==> src/rtl/alu_sequencer.sv <==
// alu_sequencer: multi-cycle controller in front of the combinational ALU.
// Accepts one op per valid/ready handshake, holds the registered operands on the
// ALU for a per-opcode number of cycles, then captures the 64-bit result into Z.
// Optional feature: define SEQ_DIV0_TRAP_EN to trap DIV by zero without sequencing it.
module alu_sequencer #(
  parameter int unsigned ALU_CYCLES    = 1,
  parameter int unsigned MULDIV_CYCLES = 4
) (
  input  logic        clock,
  input  logic        clear,
  input  logic        req_valid,
  output logic        req_ready,
  input  logic [3:0]  req_op,
  input  logic [31:0] req_a,
  input  logic [31:0] req_b,
  output logic [31:0] alu_a,
  output logic [31:0] alu_b,
  output logic [3:0]  alu_ctrl,
  input  logic [63:0] alu_out,
  input  logic        alu_zero,
  output logic [31:0] z_hi,
  output logic [31:0] z_lo,
  output logic        z_zero,
  output logic        done,
  output logic        busy,
  output logic        err
);

  localparam logic [3:0]  OpMul     = 4'b0111;
  localparam logic [3:0]  OpDiv     = 4'b1010;
  localparam int unsigned MaxCycles = (ALU_CYCLES > MULDIV_CYCLES) ? ALU_CYCLES : MULDIV_CYCLES;
  localparam int unsigned CntW      = $clog2(MaxCycles + 1);

  typedef enum logic {StIdle, StHold} state_e;

  state_e          state_q;
  logic [CntW-1:0] cnt_q;
  logic            accept;
  logic            is_muldiv;
  logic [CntW-1:0] cnt_load;

  // Handshake and status decode; ready is forced low while clear is asserted.
  assign req_ready = ~clear & (state_q == StIdle);
  assign busy      = (state_q != StIdle);
  assign accept    = req_valid & req_ready;
  assign is_muldiv = (req_op == OpMul) || (req_op == OpDiv);
  // Counter holds remaining hold cycles minus one; capture happens when it reads zero.
  assign cnt_load  = is_muldiv ? CntW'(MULDIV_CYCLES - 1) : CntW'(ALU_CYCLES - 1);

`ifdef SEQ_DIV0_TRAP_EN
  logic div0;
  logic err_q;
  assign div0 = (req_op == OpDiv) && (req_b == 32'h0);
  assign err  = err_q;
`else
  assign err  = 1'b0;
`endif

  // Sequencer FSM with registered ALU operands, Z capture and done/err pulses.
  always_ff @(posedge clock) begin
    if (clear) begin
      state_q  <= StIdle;
      cnt_q    <= '0;
      alu_a    <= '0;
      alu_b    <= '0;
      alu_ctrl <= '0;
      z_hi     <= '0;
      z_lo     <= '0;
      z_zero   <= 1'b0;
      done     <= 1'b0;
`ifdef SEQ_DIV0_TRAP_EN
      err_q    <= 1'b0;
`endif
    end else begin
      done <= 1'b0;
`ifdef SEQ_DIV0_TRAP_EN
      err_q <= 1'b0;
`endif
      case (state_q)
        StIdle: begin
          if (accept) begin
            alu_a    <= req_a;
            alu_b    <= req_b;
            alu_ctrl <= req_op;
`ifdef SEQ_DIV0_TRAP_EN
            if (div0) begin
              // Trapped divide: report immediately, Z keeps its previous value.
              done  <= 1'b1;
              err_q <= 1'b1;
            end else begin
              cnt_q   <= cnt_load;
              state_q <= StHold;
            end
`else
            cnt_q   <= cnt_load;
            state_q <= StHold;
`endif
          end
        end
        StHold: begin
          if (cnt_q == '0) begin
            z_hi    <= alu_out[63:32];
            z_lo    <= alu_out[31:0];
            z_zero  <= alu_zero;
            done    <= 1'b1;
            state_q <= StIdle;
          end else begin
            cnt_q <= cnt_q - 1'b1;
          end
        end
        default: state_q <= StIdle;
      endcase
    end
  end

endmodule
==> config.mk <==
export PLATFORM = sky130hd
export DESIGN_NAME = alu_sequencer
export DESIGN_NICKNAME = d
export VERILOG_FILES = /design/src/rtl/alu_sequencer.sv
export SDC_FILE = /design/constraint.sdc
export NUM_CORES = 1
export LEC_CHECK = 0
export ABC_CLOCK_PERIOD_IN_PS = 3060
export CAP_MARGIN = 20
export CORE_MARGIN = 1
export CORE_UTILIZATION = 24
export CTS_CLUSTER_SIZE = 10
export DETAILED_ROUTE_END_ITERATION = 8
export PLACE_DENSITY_LB_ADDON = 0.2
export SYNTH_ARGS = -nofsm -noshare
export SYNTH_HDL_FRONTEND = slang
export SYNTH_SLANG_ARGS = --single-unit
==> constraint.sdc <==
create_clock -name clock -period 3.06 [get_ports clock]
set_clock_uncertainty 0.15 [all_clocks]
set_input_delay 0.306 -clock clock [delete_from_list [all_inputs] [get_ports clock]]
set_output_delay 0.306 -clock clock [all_outputs]
set_load 0.02 [all_outputs]
**Yosys cells after proc, flatten, opt, wreduce, memory -nomap -nowiden**

Cells that the tools add are included.

- Register bits: 138
- Output and inout port bits: 137

- $add $sub $neg: 1
- Equal/unequal tests: 4
- Multiplexer cells: 8
- Bitwise gates (word level): 4
- Reduce and logical (&&, ||, !) cells: 6

Operator list:

| cell | count |
|---|---|
| 3-bit 2-to-1 mux | 2 |
| 3-bit one-hot mux with 2 select lines | 1 |
| 2-bit AND reduction | 3 |
| 4-bit by 3-bit == test with 1-bit output (second input constant) | 1 |
| 4-bit == test (second input constant) | 1 |
| 2-bit != test (second input constant) | 2 |
| 3-bit logical NOT | 1 |
| 1-bit 2-to-1 mux | 3 |
| 3-bit by 1-bit subtractor with 3-bit output (second input constant) | 1 |
| 1-bit bitwise AND | 2 |
| 2-bit 2-to-1 mux | 1 |
| 1-bit inverter | 2 |
| 1-bit one-hot mux with 2 select lines | 1 |
| 2-bit OR reduction | 1 |
| 1-bit logical OR | 1 |

**Depth between registers and ports, before layout**

- Word-level depth: 5
- Depth in mapped cells: 8
- Mapped depth without buffers: 6

**Worst setup path after synthesis**

OpenSTA, ideal clock, no wires.

- Kind: reg-to-reg
- Start: register cnt_q[0]
- End: register z_hi[10]
- Library setup time: 0.070 ns
- Arrival time: 1.460 ns
- Data required time: 2.840 ns
- Path slack: 1.380 ns
- Cell stages (with the launch flop): 9
- Clock period less this slack: 1.680 ns
- Path through: dfxtp_1 inv_1 ha_1 ha_1 nand2_1 buf_2 clkbuf_1 nand2_1 a21oi_1

- Longest elaborated chain between the ends: 2

Ends and longest elaborated chain:

| item | RTL line | RTL |
|---|---|---|
| from (decl) | 37 | `logic [CntW-1:0] cnt_q;` |
| from (signal assigned) | 95 | `cnt_q <= cnt_load;` |
| from (signal assigned) | 108 | `cnt_q <= cnt_q - 1'b1;` |
| 3-bit logical NOT | 101 | `if (cnt_q == '0) begin` |
| 2-bit AND reduction (no source line) | -- |  |
| to (signal assigned) | 102 | `z_hi <= alu_out[63:32];` |
| to (decl) | 21 | `output logic [31:0] z_hi,` |

Every way passes these cells.
A chain may end at the register's enable or synchronous reset.

**Worst setup path in the final report**

- Start: register state_q (netlist: busy)
- End: output busy

RTL lines:

| item | RTL line | RTL |
|---|---|---|
| from (decl) | 36 | `state_e state_q;` |
| from (signal assigned) | 62 | `state_q <= StIdle;` |
| from (signal assigned) | 96 | `state_q <= StHold;` |
| from (signal assigned) | 106 | `state_q <= StIdle;` |
| to (decl) | 25 | `output logic busy,` |

No word-level cell between the ends.

==> metrics.md <==
| Metric | Value |
|---|---|
| Asr flop ratio synth | 0% |
| Skew-Pair Late Insertion Delay | 0.41 ns |
| Reg clk slew, reported paths | about 0.05 ns |
| Post-CTS Hold Buffers | 0 |
| Mapped Cells | 611 |
| Slowest cell on the critical path | clkdlybuf4s50_1 |
| WL/cell | ~13 um |
| Final hold vios | 0 |
| WP data required | approximately 2.6 ns |
| Residual DRC | 0 |
| Max stage delay on crit path | roughly 0.72 ns |
| Startpoint types | flip-flop |
| Diode count | 0 |
| Dpl cell area | about 7900 sq um |
| CP endpoint kind | output pin |
| Die W | 146.5 um |
| Row count | between 50 and 60 |
| Antenna violations before repair | 0 |
| Deepest clock path buffer count | 2 |
| Post-Place Setup Slack | between 1 and 1.5 ns |
| Post-CTS sizing | 0 |
| Yosys cell types | 21 |
| Register area share after synthesis | 55.16% |
| Post-synth EDFFs | 0 |
| Core Footprint | 20360 sq um |
| H-tree Lvls | 4 |
| Worst-margin pin slew | between 0.5 and 0.6 ns |
| Hold Crit Depth | 2 |
| TNS Setup | 0 ns |
| Final setup vio count | 0 |
| Pwr Density | 571.4 nW/um^2 |
| Final instance area | about 8500 sq um |
| Number of cells on the worst reg-to-reg path | 7 |
| Final net count | 1000 |
| Seq cells post-synth | approximately 140 |
| Total power | 4.871 mW |
| Final period util | 71.85% |
| CTS tree | done |
| IO Count | around 270 |
| MaxCap Viol Count | 0 |
| Max-slew headroom | between 60% and 70% |
| Starting density of the core | between 20% and 30% |
| Final WL | ~15000 um |
| DR pass1 iterations | 4 |
| Final core utilization | about two fifths |
| Fmax | 0.4548 GHz |
| Mapped Nets | roughly 750 |
| Worst min-delay path category | primary input to flip-flop |
| CP max FO | 10 |
| Antenna-violating nets left | 0 |
| First-pass GRT wire length | 23560 um |
| Buffer and inverter count on the worst path | 1 |
| Total global routing overflow | 0 |
| Vias in the first global route | approximately 4500 |
| Iter 0 DRT Violations | between 100 and 150 |
| Area Growth Syn to Fin | 70.22% |
| Delay-heaviest family, CP | buffers and inverters |
| Post-DR vias/cell | 4.112 |
| WP depth | 1 |
| Layout cells sized above 1 | a little under 5% |
| Leakage | just under 3 nW |
| GRT Util Overall | between 10% and 20% |
| CTS Sinks | approximately 140 |
| CP cell instances | clkdlybuf4s50_1 |
| Setup WS post-layout | 0.8613 ns |
| Hpwl dp | 9969 um |
| Num CTS Buffers | 17 |
| Status | finished clean |
| Unrepaired setup endpoints after global routing | false |
| RePlAce Congestion | ~0.73 |
| Die ar. | 21450 sq um |
| Final Max Tran Viols | 0 |
| Post-synth top flop | dfxtp_1 |
| Vias | 4708 |
| Crit path DAT | roughly 1.7 ns |
| Max IR drop VDD | approximately 0.33 mV |
| Synth Cell Area | roughly 5000 sq um |
| Synthesized area per cell | around 8 sq um |
| YS warnings | 0 |
| Largest net degree at the start of global routing | 100 |
| Root Driver | clkbuf_16 |
| Die height | around 150 um |
| Tmin final | 2.199 ns |
| Post-CTS setup repair buffer count | 0 |
| Port buffer count | 271 |
| Critical Setup Path Class | flip-flop to output pin |
[cell families after synthesis]
kind of cell / count (synthesis) / synth area share (%)
fa+ha+maj: 2 / 0.4995
buf+inv: 49 / 4.846
other cells: 1 / 0.07487
compound gates: 138 / 13.94
simple gates: 283 / 25.48
flops: 138 / 55.16
[placed cells by master, fill, tap and decap left out, types with 2 or more instances in the layout]
cell type,count
buf_4,6
dfxtp_1,138
clkdlybuf4s50_1,270
o21ai_0,70
nand2_1,199
bufinv_16,3
nor3_1,2
inv_1,3
clkbuf_16,17
buf_12,2
clkinvlp_4,5
clkbuf_8,2
a311oi_1,2
nand2b_1,70
a21oi_1,66
ha_1,2
nor2b_1,3
nor2_1,3
inv_6,3
[registers in the layout, summed over array words and instances, names as in the netlist]
| register | cells |
|---|---|
| busy | 1 |
| z_zero | 1 |
| cnt_q | 3 |
| alu_ctrl | 4 |
| z_hi | 32 |
| z_lo | 32 |
| done | 1 |
| alu_a | 32 |
| alu_b | 32 |
[power breakdown]
group          leakage (nW)  switching, mW  internal (mW)  total [mW]
Clock                 0.286          0.825           1.34        2.16
Sequential             1.13         0.0541           1.91        1.96
Combinational          1.56          0.349          0.403       0.752
Total                  2.98           1.23           3.64        4.87
[synth_stat cells, types with 3 or more instances]
cell      number  area [sq um]
a21oi_1       66         330.3
buf_2         20         100.1
buf_4          3         22.52
buf_6          3         33.78
clkbuf_1      20         75.07
dfxtp_1      138          2763
inv_1          3         11.26
nand2_1      200         750.7
nand2b_1      70         437.9
nor2_1         3         11.26
nor2b_1        3         18.77
o21ai_0       70         350.3
[layout make-up]
cell class / instances / area (sq um)
clock buffer: 20 / 456.7
clock inverter: 12 / 162.7
fill: 2081 / 11840
inverter: 3 / 11.26
multi-input combinational: 424 / 2007
sequential: 138 / 2763
tap: 270 / 337.8
timing repair buffer: 278 / 2788
[worst reg2reg max path, stage by stage, from the launching register on]
cell     delay (ns)
dfxtp_1        0.32
inv_1          0.06
ha_1           0.20
ha_1           0.21
nand2_2        0.36
buf_4          0.37
nand2_1        0.09
a21oi_1        0.14
[worst paths after layout]
kind	endpoint	slack [ns]	start
setup / recovery	busy	0.86	busy
hold / removal	busy	0.21	clear
setup reg to reg	z_hi[17]	1.09	cnt_q[0]
hold reg to reg	z_hi[13]	0.30	z_hi[13]
[routing by layer]
metal  part of all wire [%]  wire, um  track usage (%)
met1                     46      6791            17.30
met2                     44      6449            21.24
met3                    9.5      1413            6.219
met4                   0.99       146            4.375
met5                      0         0                0
[stage by stage]
stage	cells	hold WS (ns)
floorplan	611	0.2646
global placement	1113	0.2904
detailed placement	1113	0.2970
CTS	1145	0.2125
global route	1145	0.2252
finish	1145	0.2073
Power figures use the tool's default switching activity.
